[src/rtl/riscv_if_pkg.sv]
// riscv_if_pkg: types and constants shared by the instruction-fetch blocks.
//   fetch_tag_t   : parcel offset of a request inside its bus beat
//   fetch_state_t : fetch sequencer state
//   BUS_BYTES     : bytes per bus beat for the default two-parcel bus
package riscv_if_pkg;

  localparam int unsigned DEF_BUS_PARCELS = 2;
  localparam int unsigned BUS_BYTES       = DEF_BUS_PARCELS * 2;
  localparam int unsigned TAG_W           = $clog2(BUS_BYTES) - 1;

  typedef logic [TAG_W-1:0] fetch_tag_t;

  typedef enum logic [1:0] {
    ST_RUN   = 2'd0,
    ST_STALL = 2'd1,
    ST_DRAIN = 2'd2
  } fetch_state_t;

endpackage

[src/rtl/riscv_if_tag_fifo.sv]
// riscv_if_tag_fifo: in-order FIFO that holds the parcel offset of every
// accepted fetch request until its response returns.
//   clk_i, rst_ni : clock, asynchronous active-low reset
//   push_i, din_i : write an entry (ignored when full)
//   pop_i, dout_o : drop the head entry (ignored when empty); dout_o is the head
//   empty_o, full_o
// There is no bypass: an entry pushed this cycle cannot be popped this cycle.
module riscv_if_tag_fifo
  import riscv_if_pkg::*;
#(
  parameter int unsigned W     = $bits(fetch_tag_t),
  parameter int unsigned DEPTH = 2
) (
  input  logic         clk_i,
  input  logic         rst_ni,
  input  logic         push_i,
  input  logic [W-1:0] din_i,
  input  logic         pop_i,
  output logic [W-1:0] dout_o,
  output logic         empty_o,
  output logic         full_o
);

  localparam int unsigned PW = (DEPTH > 1) ? $clog2(DEPTH) : 1;
  localparam int unsigned CW = $clog2(DEPTH) + 1;

  logic [W-1:0]  mem [DEPTH];
  logic [PW-1:0] wr_ptr, rd_ptr;
  logic [CW-1:0] count;
  logic          push_ok, pop_ok;

  function automatic logic [PW-1:0] next_ptr(input logic [PW-1:0] p);
    return (p == PW'(DEPTH - 1)) ? '0 : p + 1'b1;
  endfunction

  assign empty_o = (count == '0);
  assign full_o  = (count == CW'(DEPTH));
  assign push_ok = push_i && !full_o;
  assign pop_ok  = pop_i && !empty_o;
  assign dout_o  = mem[rd_ptr];

  always_ff @(posedge clk_i) begin
    if (push_ok) mem[wr_ptr] <= din_i;
  end

  always_ff @(posedge clk_i or negedge rst_ni) begin
    if (!rst_ni) begin
      wr_ptr <= '0;
      rd_ptr <= '0;
      count  <= '0;
    end else begin
      if (push_ok) wr_ptr <= next_ptr(wr_ptr);
      if (pop_ok)  rd_ptr <= next_ptr(rd_ptr);
      count <= count + CW'(push_ok) - CW'(pop_ok);
    end
  end

endmodule

[src/rtl/riscv_if_fetch_ctrl.sv]
// riscv_if_fetch_ctrl: instruction-fetch request sequencer between the BIU
// and the parcel queue.
//   flush_i/flush_pc_i     : redirect fetch (highest priority)
//   q_almost_full_i        : parcel queue back-pressure
//   biu_stb_o/biu_adr_o    : registered fetch request, beat aligned
//   biu_stb_ack_i          : request accepted
//   biu_d_ack_i, biu_q_i, biu_err_i, biu_page_fault_i : in-order response
//   parcel_o/parcel_valid_o/parcel_error_o/parcel_page_fault_o : queue write,
//                            combinational from the response
//   busy_o                 : requests outstanding
//   state_o                : sequencer state, for observation
//
// Handshake: a request transfers on a cycle where biu_stb_o && biu_stb_ack_i.
// Once raised, biu_stb_o and biu_adr_o stay stable until that transfer; only a
// flush withdraws an unaccepted request. Responses (biu_d_ack_i) carry no ready
// and arrive in request order.
module riscv_if_fetch_ctrl
  import riscv_if_pkg::*;
#(
  parameter int unsigned          XLEN            = 32,
  parameter logic [XLEN-1:0]      PC_INIT         = 'h200,
  parameter int unsigned          BUS_PARCELS     = BUS_BYTES / 2,
  parameter int unsigned          MAX_OUTSTANDING = 2
) (
  input  logic                      clk_i,
  input  logic                      rst_ni,
  input  logic                      flush_i,
  input  logic [XLEN-1:0]           flush_pc_i,
  input  logic                      q_almost_full_i,
  output logic                      biu_stb_o,
  output logic [XLEN-1:0]           biu_adr_o,
  input  logic                      biu_stb_ack_i,
  input  logic                      biu_d_ack_i,
  input  logic [BUS_PARCELS*16-1:0] biu_q_i,
  input  logic                      biu_err_i,
  input  logic                      biu_page_fault_i,
  output logic [BUS_PARCELS*16-1:0] parcel_o,
  output logic [BUS_PARCELS-1:0]    parcel_valid_o,
  output logic                      parcel_error_o,
  output logic                      parcel_page_fault_o,
  output logic                      busy_o,
  output fetch_state_t              state_o
);

  localparam int unsigned BEAT_BYTES = BUS_PARCELS * 2;
  localparam int unsigned OFF_W      = $clog2(BEAT_BYTES) - 1;
  localparam int unsigned CNT_W      = $clog2(MAX_OUTSTANDING) + 1;

  function automatic logic [XLEN-1:0] align_pc(input logic [XLEN-1:0] pc);
    return pc & ~XLEN'(BEAT_BYTES - 1);
  endfunction

  fetch_state_t     state_q, state_d;
  logic [XLEN-1:0]  adr_q;
  logic             stb_q;
  logic [CNT_W-1:0] out_q, out_nxt;
  logic [CNT_W-1:0] disc_q, disc_nxt;
  logic [OFF_W-1:0] off_q, tag;
  logic             acc, resp, stall_cond, issue, deliver;
  logic             tag_empty, tag_full;

  // Responses are only counted when a tag exists, so a stray d_ack cannot
  // underflow the counters.
  assign acc        = stb_q && biu_stb_ack_i;
  assign resp       = biu_d_ack_i && !tag_empty;
  assign out_nxt    = out_q + CNT_W'(acc) - CNT_W'(resp);
  assign stall_cond = q_almost_full_i || (out_nxt == CNT_W'(MAX_OUTSTANDING));

  // A flush captures everything still in flight after this cycle, which
  // includes a request the BIU accepts in the flush cycle itself.
  always_comb begin
    disc_nxt = disc_q;
    if (flush_i)                    disc_nxt = out_nxt;
    else if (resp && disc_q != '0)  disc_nxt = disc_q - 1'b1;
  end

  // State register
  always_ff @(posedge clk_i or negedge rst_ni) begin
    if (!rst_ni) state_q <= ST_RUN;
    else         state_q <= state_d;
  end

  // Next-state logic
  always_comb begin
    state_d = state_q;
    if (flush_i) begin
      state_d = (out_nxt != '0) ? ST_DRAIN : ST_RUN;
    end else begin
      case (state_q)
        ST_RUN:   if (stall_cond)       state_d = ST_STALL;
        ST_STALL: if (!stall_cond)      state_d = ST_RUN;
        ST_DRAIN: if (disc_nxt == '0)   state_d = ST_RUN;
        default:                        state_d = ST_RUN;
      endcase
    end
  end

  // Output logic: a new request may be launched only when heading into RUN
  // with room for it.
  always_comb begin
    state_o = state_q;
    issue   = !flush_i && (state_d == ST_RUN) && !stall_cond;
  end

  always_ff @(posedge clk_i or negedge rst_ni) begin
    if (!rst_ni) begin
      adr_q  <= align_pc(PC_INIT);
      off_q  <= PC_INIT[OFF_W:1];
      stb_q  <= 1'b0;
      out_q  <= '0;
      disc_q <= '0;
    end else begin
      out_q  <= out_nxt;
      disc_q <= disc_nxt;
      if (flush_i) begin
        adr_q <= align_pc(flush_pc_i);
        off_q <= flush_pc_i[OFF_W:1];
        stb_q <= 1'b0;
      end else begin
        if (acc) begin
          adr_q <= adr_q + XLEN'(BEAT_BYTES);
          off_q <= '0;
        end
        // An unaccepted request is held regardless of back-pressure.
        if (!stb_q || acc) stb_q <= issue;
      end
    end
  end

  riscv_if_tag_fifo #(
    .W     (OFF_W),
    .DEPTH (MAX_OUTSTANDING)
  ) u_tag_fifo (
    .clk_i   (clk_i),
    .rst_ni  (rst_ni),
    .push_i  (acc),
    .din_i   (off_q),
    .pop_i   (resp),
    .dout_o  (tag),
    .empty_o (tag_empty),
    .full_o  (tag_full)
  );

  // Outstanding is bounded by the issue rule, so the tag FIFO never overflows.
  a_no_overflow: assert property (@(posedge clk_i) disable iff (!rst_ni) !(acc && tag_full && !resp));

  assign deliver             = resp && (disc_q == '0);
  assign biu_stb_o           = stb_q;
  assign biu_adr_o           = adr_q;
  assign parcel_o            = biu_q_i;
  assign parcel_valid_o      = deliver ? ({BUS_PARCELS{1'b1}} << tag) : '0;
  assign parcel_error_o      = deliver && biu_err_i;
  assign parcel_page_fault_o = deliver && biu_page_fault_i;
  assign busy_o              = (out_q != '0);

endmodule

[config.mk]
export PLATFORM = sky130hd
export DESIGN_NAME = riscv_if_fetch_ctrl
export DESIGN_NICKNAME = d
export VERILOG_FILES = /design/src/rtl/riscv_if_pkg.sv /design/src/rtl/riscv_if_tag_fifo.sv /design/src/rtl/riscv_if_fetch_ctrl.sv
export SDC_FILE = /design/constraint.sdc
export NUM_CORES = 1
export LEC_CHECK = 0
export ABC_AREA = 1
export CAP_MARGIN = 20
export CORE_MARGIN = 8
export CORE_UTILIZATION = 43
export CTS_BUF_LIST = sky130_fd_sc_hd__clkbuf_4
export CTS_CLUSTER_DIAMETER = 60
export DETAILED_ROUTE_END_ITERATION = 12
export HOLD_SLACK_MARGIN = 0.12
export PLACE_DENSITY = 0.83
export SLEW_MARGIN = 20
export SYNTH_ARGS = -nofsm -noshare
export SYNTH_HDL_FRONTEND = slang
export SYNTH_SLANG_ARGS = --single-unit
[constraint.sdc]
create_clock -name clk_i -period 1.9 [get_ports clk_i]
set_input_delay 0.57 -clock clk_i [delete_from_list [all_inputs] [get_ports clk_i]]
set_output_delay 0.57 -clock clk_i [all_outputs]
set_load 0.02 [all_outputs]
==> metrics, run 1 <==
max frequency 504 MHz; Clock Path Buffers 2; CP max FO 3; DRT antenna net count 0; RSZ-0062 raised after global routing yes; vias in the first global route 3081; worst path required time 1330 ps; R2R cell count 17; largest net degree at the start of global routing 27; DP HPWL 6910 um; worst reg-to-reg setup slack -10 ps; initial antenna violation count 0; TritonCTS Buffers 5; Initial Util 43.7%; # diodes 0; GRT overflow 0; register bit total from synthesis 44; CTS tree yes; Critical R2R Capture biu_stb_o; worst hold path class in2async; Layout Skew 12.7 ps; PwrDens 971 nW/um^2; Ports 144; most common cell after layout, fill and taps aside nand2_1; Yosys cell types 36; Top cell by count, worst path inv_2; max cap viols 0; port bufs 76; Final Wtd Congestion 0.874; DRC 0; Post-Synthesis Cells 423; core area 7140 um^2; Cell Area, Synth 3120 um^2; share of cells above drive strength 1 20.8%; row count 31; critical path launch point type flop; maximum vdd ir drop 0.452 mV; DRT Pass-1 Iters 4; Total Power Consumption 4000 uW; H-tree depth 2; status finished with violations; via count 2945; final net count 580; Layout area overhead 32.1%; # hold bufs at CTS 0; hold slack 124 ps; Seq/Total Area, Yosys 35.7%; Die Ht 101 um; Arr. time, crit path 1410 ps; syn avg cell area 7.37 um^2; fin. max-slew vios 0; vias per cell 4.88; Reg clk slew, reported paths 140 ps; max incr delay on CP 420 ps; die area 10200 um^2; Final setup viols 4; final WL 8800 um; commonest cells after routing, fill and taps aside 122 x nand2_1, 41 x dfrtp_1, 38 x nor2_1, 38 x buf_4, 35 x clkdlybuf4s50_1; first-pass GRT wire length 14400 um; LEAKAGE 0.00192 uW; critical path cell sequence inv_2 -> ha_4 -> inv_2 -> nor2_4 -> inv_2 -> nor2_1 -> buf_4; Synthesis Warnings 0; Sink Count 44; Placed Cells 583; clk_lat worst skew 360 ps; Final period util 104%; Avg WL per Cell 14.6 um; 1st-iter DRT viols 199; GRT Util Overall 17.5%; final std cells w/o fill 603; chip width 101 um; reg2reg start u_tag_fifo.count[1]; final worst-path setup slack -84.6 ps; Root Driver clkbuf_4; Slowest-stage cell, CP dfrtp_1; Layout Utilization 57.7%; Critical Path End parcel_valid_o[0]; Worst Setup SP disc_q[0]; critical path class reg2out; Final Hold Viols 0; Period minus WS final 1980 ps; Setup crit end kind output port; failing checks setup timing
==> Yosys cell counts, drive strengths merged <==
master	instances	share of area (%)
nand3	25	4.2
dfrtp	41	33
clkinv	1	0.12
a22o	1	0.28
inv	47	5.7
nand4	6	1.2
nor4	2	0.60
nand3b	2	0.48
buf	40	9.2
a21boi	1	0.24
clkbuf	3	0.36
mux2	1	0.36
nor2	50	7.6
conb	1	0.12
xor2	18	5.1
ha	5	2.0
o21ai	6	0.96
o211ai	9	2.2
edfxtp	2	1.9
a21oi	4	0.64
o221ai	4	1.1
xnor2	7	2.0
o21bai	2	0.48
or2	1	0.20
dfstp	1	0.84
nand2	131	16
a31oi	1	0.20
nor3	11	3.1
==> layout make-up <==
type                    instances  area (um^2)
clock buffers                   6         45.0
inverters                      48          180
flip-flops and latches         44         1110
well taps                      99          124
fillers                       650         3020
clock inverters                 2         35.0
multi-input cells             289         1600
repair buffers                115         1020
==> through the flow <==
stage          cell area, um^2  setup WS [ps]  TNS (ps)
4_1_cts                   4030          -65.6      -182
3_3_place_gp              3930           -827     -7840
6_report                  4120          -84.6      -207
2_1_floorplan             3120           14.7         0
5_1_grt                   4120           -172      -700
3_5_place_dp              3930           -889     -9320
==> timing repair <==
action                     4_1_cts  5_1_grt
cloned                           0        0
pin swaps                       11       19
setup endpoints to repair       43       11
gates resized for setup         73       18
buffers inserted                 6        6
==> layer usage <==
| metal | vias up | GRT usage [%] | part of all wire, % |
|---|---|---|---|
| li1 | 1462 | - | - |
| met5 | - | 0 | 0 |
| met1 | 1393 | 19.7 | 40 |
| met2 | 80 | 32.2 | 53 |
| met4 | 0 | 4.81 | 0.85 |
| met3 | 10 | 3.66 | 5.6 |
==> state kept, by name, summed over array words and instances, names as in the netlist <==
| name | flops |
|---|---|
| off_q | 1 |
| state_o | 2 |
| biu_adr_o | 30 |
| u_tag_fifo.wr_ptr | 1 |
| u_tag_fifo.count | 2 |
| u_tag_fifo.mem | 2 |
| u_tag_fifo.rd_ptr | 1 |
| out_q | 2 |
| disc_q | 2 |
| biu_stb_o | 1 |
==> worst min-delay path by stage <==
stage / start / end / slack (ps) / cells past startpoint
final: rst_ni / u_tag_fifo.count[1] / 120 / 1
after global routing: rst_ni / u_tag_fifo.count[1] / 130 / 1
after CTS: rst_ni / u_tag_fifo.rd_ptr / 120 / 1
after detailed placement: off_q / u_tag_fifo.mem[0] / 470 / 0
after global placement: off_q / u_tag_fifo.mem[0] / 460 / 0
after floorplan: rst_ni / biu_adr_o[10] / 270 / 0
==> logic make-up (layout without fill, tap and decap cells) <==
family / count (synthesis) / in the layout / synth area share, %
DFF: 44 / 44 / 35.7
and+or+nand+nor: 228 / 228 / 33.3
adders and majority gates: 5 / 5 / 2.01
xor gates and xnor gates: 25 / 25 / 7.03
other: 1 / 2 / 0.120
AOI/OAI and AO/OA: 28 / 28 / 6.10
muxes: 1 / 1 / 0.361
buffers and inverters: 91 / 171 / 15.4
==> where the power goes <==
group	leakage [uW]	total, uW	switching [uW]	internal, uW
clock network	0.0000456	598	308	291
logic	0.00135	2000	1080	922
registers	0.000522	1400	226	1170
==> worst max-delay path: cells and delay by family (launching register included) <==
kind / cells / cell delay (ps)
buffers and inverters: 4 / 320
AND/OR/NAND/NOR: 2 / 190
adder cells (fa/ha/maj): 1 / 120
flip-flops: 1 / 420
(Power assumes the default switching activity.)
==> run 2, diff against run 1 <==
--- a/config.mk
+++ b/config.mk
@@ -7,14 +7,14 @@
 export LEC_CHECK = 0
 export ABC_AREA = 1
 export CAP_MARGIN = 20
-export CORE_MARGIN = 8
 export CORE_UTILIZATION = 43
 export CTS_BUF_LIST = sky130_fd_sc_hd__clkbuf_4
-export CTS_CLUSTER_DIAMETER = 60
+export CTS_CLUSTER_DIAMETER = 100
 export DETAILED_ROUTE_END_ITERATION = 12
 export HOLD_SLACK_MARGIN = 0.12
 export PLACE_DENSITY = 0.83
 export SLEW_MARGIN = 20
 export SYNTH_ARGS = -nofsm -noshare
 export SYNTH_HDL_FRONTEND = slang
+export SYNTH_HIERARCHICAL = 1
 export SYNTH_SLANG_ARGS = --single-unit
==> run 2 against run 1 <==
Net effect: the flow still finishes with violations (setup timing); register-to-register slack better by 20 ps; critical path depth is the same; clock-buffer cell count fell by 1; synthesized area down 1.3%; worst setup slack worse by 62 ps; first-iteration DRC count decreased by 35%; cell count increased by 1.5%; non-clock buffer count decreased by 3; clock skew shrank 2.0 ps; combinational power grew 5%; final area shrank 1.6%; critical endpoint is now parcel_error_o; largest power group unchanged.
==> metrics, run 2 <==
status finished with violations; failing checks setup timing; H-tree depth 2 (unchanged); Critical R2R Capture biu_stb_o; Synthesis Warnings 6 (+6); final worst-path setup slack -147 ps (-62.5 ps); CP max FO 3 (unchanged); syn avg cell area 7.04 um^2 (-4.4%); critical path launch point type flop; Setup crit end kind output port; TritonCTS Buffers 5 (unchanged); worst reg-to-reg setup slack 10 ps (+20 ps); first-pass GRT wire length 13100 um (-9.5%); clk_lat worst skew 370 ps (about the same); Slowest-stage cell, CP dfrtp_1; LEAKAGE 0.00199 uW (+3.9%); via count 3006 (+2.1%); hold slack 156 ps (+31.2 ps); DRT antenna net count 0 (unchanged); port bufs 76 (unchanged); RSZ-0062 raised after global routing yes; Layout Skew 10.7 ps (-1.96 ps); reg2reg start u_tag_fifo/count[1]; Critical Path End parcel_error_o; Final Wtd Congestion 0.918 (+4.9%); final net count 592 (+2.1%); # diodes 0 (unchanged); GRT overflow 0 (unchanged); CTS tree yes; core area 6870 um^2 (-3.8%); max cap viols 0 (unchanged); delay-heaviest family, CP flip-flops; Final setup viols 6 (+2); Initial Util 44.8% (+1.1 points); PwrDens 967 nW/um^2 (-0.40%); Final Hold Viols 0 (unchanged); Root Driver clkbuf_4; Clock Path Buffers 2 (unchanged); vias in the first global route 2994 (-2.8%); critical path cell sequence inv_2 -> ha_2 -> inv_2 -> nor2_4 -> inv_2 -> nor2_2 -> buf_6; max reg flops 30 (unchanged); commonest cells after routing, fill and taps aside 131 x nand2_1, 49 x inv_1, 41 x dfrtp_1; Avg WL per Cell 13.2 um (-9.8%); Cell Area, Synth 3080 um^2 (-1.3%); 1st-iter DRT viols 129 (-35%); Die Ht 86.6 um (-14%); max frequency 489 MHz (-3.1%); worst path required time 1330 ps (about the same); critical path class reg2out; Ports 144 (unchanged); # hold bufs at CTS 0 (unchanged); vias per cell 4.91 (+0.57%); DRT Pass-1 Iters 4 (unchanged); GRT Util Overall 22.1% (+4.6 points); most common cell after layout, fill and taps aside nand2_1; die area 7490 um^2 (-27%); Worst Setup SP disc_q[0]; Layout area overhead 31.7%; Post-Synthesis Cells 437 (+3.3%); DP HPWL 6000 um (-13%); worst hold path class in2async; critical path depth in cells 7 (unchanged); row count 30 (-3.2%); Final period util 108% (+3.3 points); maximum vdd ir drop 0.344 mV (-24%); initial antenna violation count 0 (unchanged); share of cells above drive strength 1 17.8% (-3.0 points); Period minus WS final 2050 ps (+62.5 ps); Reg clk slew, reported paths 140 ps (about the same); chip width 86.6 um (-14%); final WL 8050 um (-8.5%); Sink Count 44 (unchanged); Buf/Inv on CP 4 (unchanged); Arr. time, crit path 1480 ps (+70 ps); fin. max-slew vios 0 (unchanged); Placed Cells 596 (+2.2%); final std cells w/o fill 612 (+1.5%); largest net degree at the start of global routing 43 (+59%); R2R cell count 19 (+2); max incr delay on CP 410 ps (about the same); Top cell by count, worst path inv_2; Layout Utilization 59.0% (+1.3 points); DRC 0 (unchanged)
-- run 2: worst min-delay path by stage --
stage | end
global placement | u_tag_fifo/wr_ptr
finish | u_tag_fifo/rd_ptr
floorplan | biu_adr_o[10]
detailed placement | u_tag_fifo/wr_ptr
CTS | biu_adr_o[21]
global route | u_tag_fifo/rd_ptr
-- run 2: layer usage --
| metal | part of all wire (%) | track usage (%) | up-vias | wire [um] |
|---|---|---|---|---|
| li1 | - | - | 1475 | - |
| met1 | 43 | 26.8 | 1402 | 3440 |
| met2 | 49 | 39.0 | 108 | 3950 |
| met3 | 6.4 | 4.76 | 21 | 516 |
| met4 | 1.8 | 6.97 | 0 | 148 |
| met5 | 0 | 0 | - | 0 |
-- run 2: layout make-up --
class | count | area (um^2)
clock buffers | 5 | 37.5
clock inverters | 3 | 13.8
fillers | 643 | 2820
inverters | 59 | 224
multi-input cells | 293 | 1530
flip-flops and latches | 44 | 1110
well taps | 96 | 120
repair buffers | 112 | 1010
-- run 2: where the power goes --
group          total (uW)  internal, uW  leakage, uW  switching, uW
clock network         461           137    0.0000324            324
registers            1360          1170     0.000523            193
logic                2100           955      0.00144           1140
-- run 2: stage by stage --
step | worst slack, ps | TNS [ps] | power, uW | cell area, um^2
floorplan | 22.4 | 0 | 2450 | 3080
global placement | -658 | -5550 | 3130 | 3900
detailed placement | -750 | -7270 | 3220 | 3900
CTS | -138 | -533 | 3730 | 3960
global route | -217 | -1160 | 4200 | 4050
finish | -147 | -492 | 3920 | 4050
-- run 2: worst reg2reg max path, stage by stage, from the launching register on --
cell	delay [ps]
dfrtp_1	420
inv_2	80
nand2_4	50
inv_2	50
inv_2	40
nand2_4	70
buf_6	90
nand2_2	40
nand2_2	70
ha_4	160
inv_4	40
nand2_4	60
nand2_2	50
nand2_2	70
nand2_2	70
nand2_2	70
nand2_2	50
o21bai_1	170
nand4_1	110
nand2_1	80
-- run 2: timing repair --
action,in CTS,in global routing
pin swaps,10,17
resized for setup,76,22
endpoints found under the setup margin,40,11
setup buffers,4,4
==> run 3, diff against run 2 <==
--- a/config.mk
+++ b/config.mk
@@ -11,10 +11,10 @@
 export CTS_BUF_LIST = sky130_fd_sc_hd__clkbuf_4
 export CTS_CLUSTER_DIAMETER = 100
 export DETAILED_ROUTE_END_ITERATION = 12
+export GPL_TIMING_DRIVEN = 0
 export HOLD_SLACK_MARGIN = 0.12
 export PLACE_DENSITY = 0.83
 export SLEW_MARGIN = 20
 export SYNTH_ARGS = -nofsm -noshare
 export SYNTH_HDL_FRONTEND = slang
-export SYNTH_HIERARCHICAL = 1
 export SYNTH_SLANG_ARGS = --single-unit
==> run 3 against run 2 <==
Net effect: sequential share of layout area down 2.8 points; maximum frequency up 1.6%; highest routed layer unchanged; core utilization up 6.3 points; critical endpoint unchanged; sequential cell count stayed put; worst setup slack better by 33 ps; clock-buffer cell count unchanged; clock power grew 2%; the flow still finishes with violations (setup timing); clock skew up 14 ps.
==> metrics, run 3 (synthesis results as in run 1) <==
Sink Count 44 (unchanged); via count 3224 (+7.3%); Worst Setup SP biu_d_ack_i; Final Wtd Congestion 0.862 (-6.1%); Worst Hold Launch u_tag_fifo.rd_ptr; fin. max-slew vios 0 (unchanged); Avg WL per Cell 13.7 um (+4.3%); Arr. time, crit path 1440 ps (-40 ps); failing checks setup timing; DRC 0 (unchanged); Layout Utilization 65.3% (+6.3 points); DP HPWL 6800 um (+13%); Buf/Inv on CP 5 (+1); GRT overflow 0 (unchanged); area occupied by multi-input gates 1590 um^2 (+3.9%); row count 30 (unchanged); share of cells above drive strength 1 21.7% (+3.9 points); Root Driver clkbuf_4; Die Ht 87.1 um (+0.64%); Final Hold Viols 0 (unchanged); max reg flops 30 (unchanged); initial antenna violation count 0 (unchanged); vias in the first global route 3117 (+4.1%); Slowest-stage cell, CP clkdlybuf4s15_2; worst path required time 1330 ps (about the same); Period minus WS final 2010 ps (-32.9 ps); Layout Skew 24.5 ps (+13.8 ps); Final period util 106% (-1.7 points); reg2reg start u_tag_fifo.count[1]; GRT Util Overall 23.9% (+1.8 points); commonest cells after routing, fill and taps aside 121 x nand2_1, 66 x clkdlybuf4s50_1, 46 x buf_4; hold slack 488 ps (+333 ps); final std cells w/o fill 648 (+5.9%); final net count 628 (+6.1%); port bufs 107 (+41%); max incr delay on CP 250 ps (-160 ps); DRT Pass-1 Iters 4 (unchanged); Top cell by count, worst path inv_2; CP max FO 4 (+1); vias per cell 4.98 (+1.3%); largest net degree at the start of global routing 33 (-23%); critical path class in2out; placed cell area 4330 um^2 (+11%); Placed Cells 628 (+5.4%); Finished Cell Area 4510 um^2 (+11%); Initial Util 45.1% (+0.34 points); die area 7590 um^2 (+1.3%); LEAKAGE 0.00209 uW (+5.0%); clk_lat worst skew 370 ps (about the same); final worst-path setup slack -114 ps (+32.9 ps); worst hold path class reg2reg; # diodes 0 (unchanged); final WL 8890 um (+10%); maximum vdd ir drop 0.306 mV (-11%); CTS tree yes; RSZ-0062 raised after global routing yes; critical path launch point type input pin; first-pass GRT wire length 14100 um (+7.9%); Layout area overhead 44.7%; Clock Path Buffers 2 (unchanged); delay-heaviest family, CP buffers and inverters; slew margin rel. 65.2%; Final setup viols 4 (-2); status finished with violations; TritonCTS Buffers 5 (unchanged); H-tree depth 2 (unchanged); critical path cell sequence clkdlybuf4s15_2 -> inv_2 -> nor2_4 -> inv_2 -> nor2_4 -> inv_2 -> nor2_1 -> buf_4; Reg clk slew, reported paths 140 ps (about the same); most common cell after layout, fill and taps aside nand2_1; slew at the pin with the worst max-slew slack 521 ps; Register Area 1110 um^2 (+0.11%); chip width 87.1 um (+0.64%); max cap viols 0 (unchanged); max frequency 496 MHz (+1.6%); DRT antenna net count 0 (unchanged); Ports 144 (unchanged); PwrDens 855 nW/um^2 (-12%); 1st-iter DRT viols 189 (+47%); Total Power Consumption 3860 uW (-1.6%); FILL cells 619 (-3.7%); core area 6910 um^2 (+0.55%); Setup crit end kind output port
## run 3: cell types whose count changed in the layout (fill, tap and decap cells not counted), moves of 10 or more
cell             before  now
buf_4                34   46
nand2_1             131  121
inv_1                49   35
clkdlybuf4s50_1      36   66
## run 3: power by group
group	internal [uW]	switching (uW)	total (uW)
Sequential	1170	236	1410
Clock	143	325	468
Combinational	877	1100	1980
## run 3: what timing repair did
item / CTS / global route
hold buffers: 1 / 0
cloned: 0 / 0
endpoints found under the hold margin: 10 / 0
pin swaps: 7 / 16
endpoints found under the setup margin: 50 / 9
resized for setup: 82 / 16
buffers inserted: 6 / 5
## run 3: cell type report
cell class,instances,area share (%)
multi-input combinational,289,35.3
timing repair buffer,120,25.1
sequential,44,24.7
buffer,43,6.72
inverter,48,4.19
tap,96,2.66
clock buffer,5,0.833
clock inverter,3,0.416
## run 3: final timing paths
kind | to | slack [ps] | cells past startpoint
setup / recovery | parcel_error_o | -110 | 8
hold / removal | u_tag_fifo.rd_ptr | 490 | 1
setup reg to reg | biu_stb_o | 40 | 17
hold reg to reg | u_tag_fifo.rd_ptr | 490 | 1
max in group asynchronous | biu_adr_o[9] | 750 | 3
min in group asynchronous | out_q[1] | 620 | 2
## run 3: layer usage
metal  vias up  share of wire [%]  GRT usage (%)
met2       136                 50           41.3
met1      1521                 42           29.7
met4         0                1.8           9.54
met5         -                  0              0
li1       1553                  -              -
met3        14                6.1           3.98
## run 3: stage by stage
step,setup TNS (ps),worst slack (ps)
CTS,-187,-70.7
finish,-361,-114
global route,-809,-167
detailed placement,-16150,-1010
floorplan,0,14.7
global placement,-48430,-1010
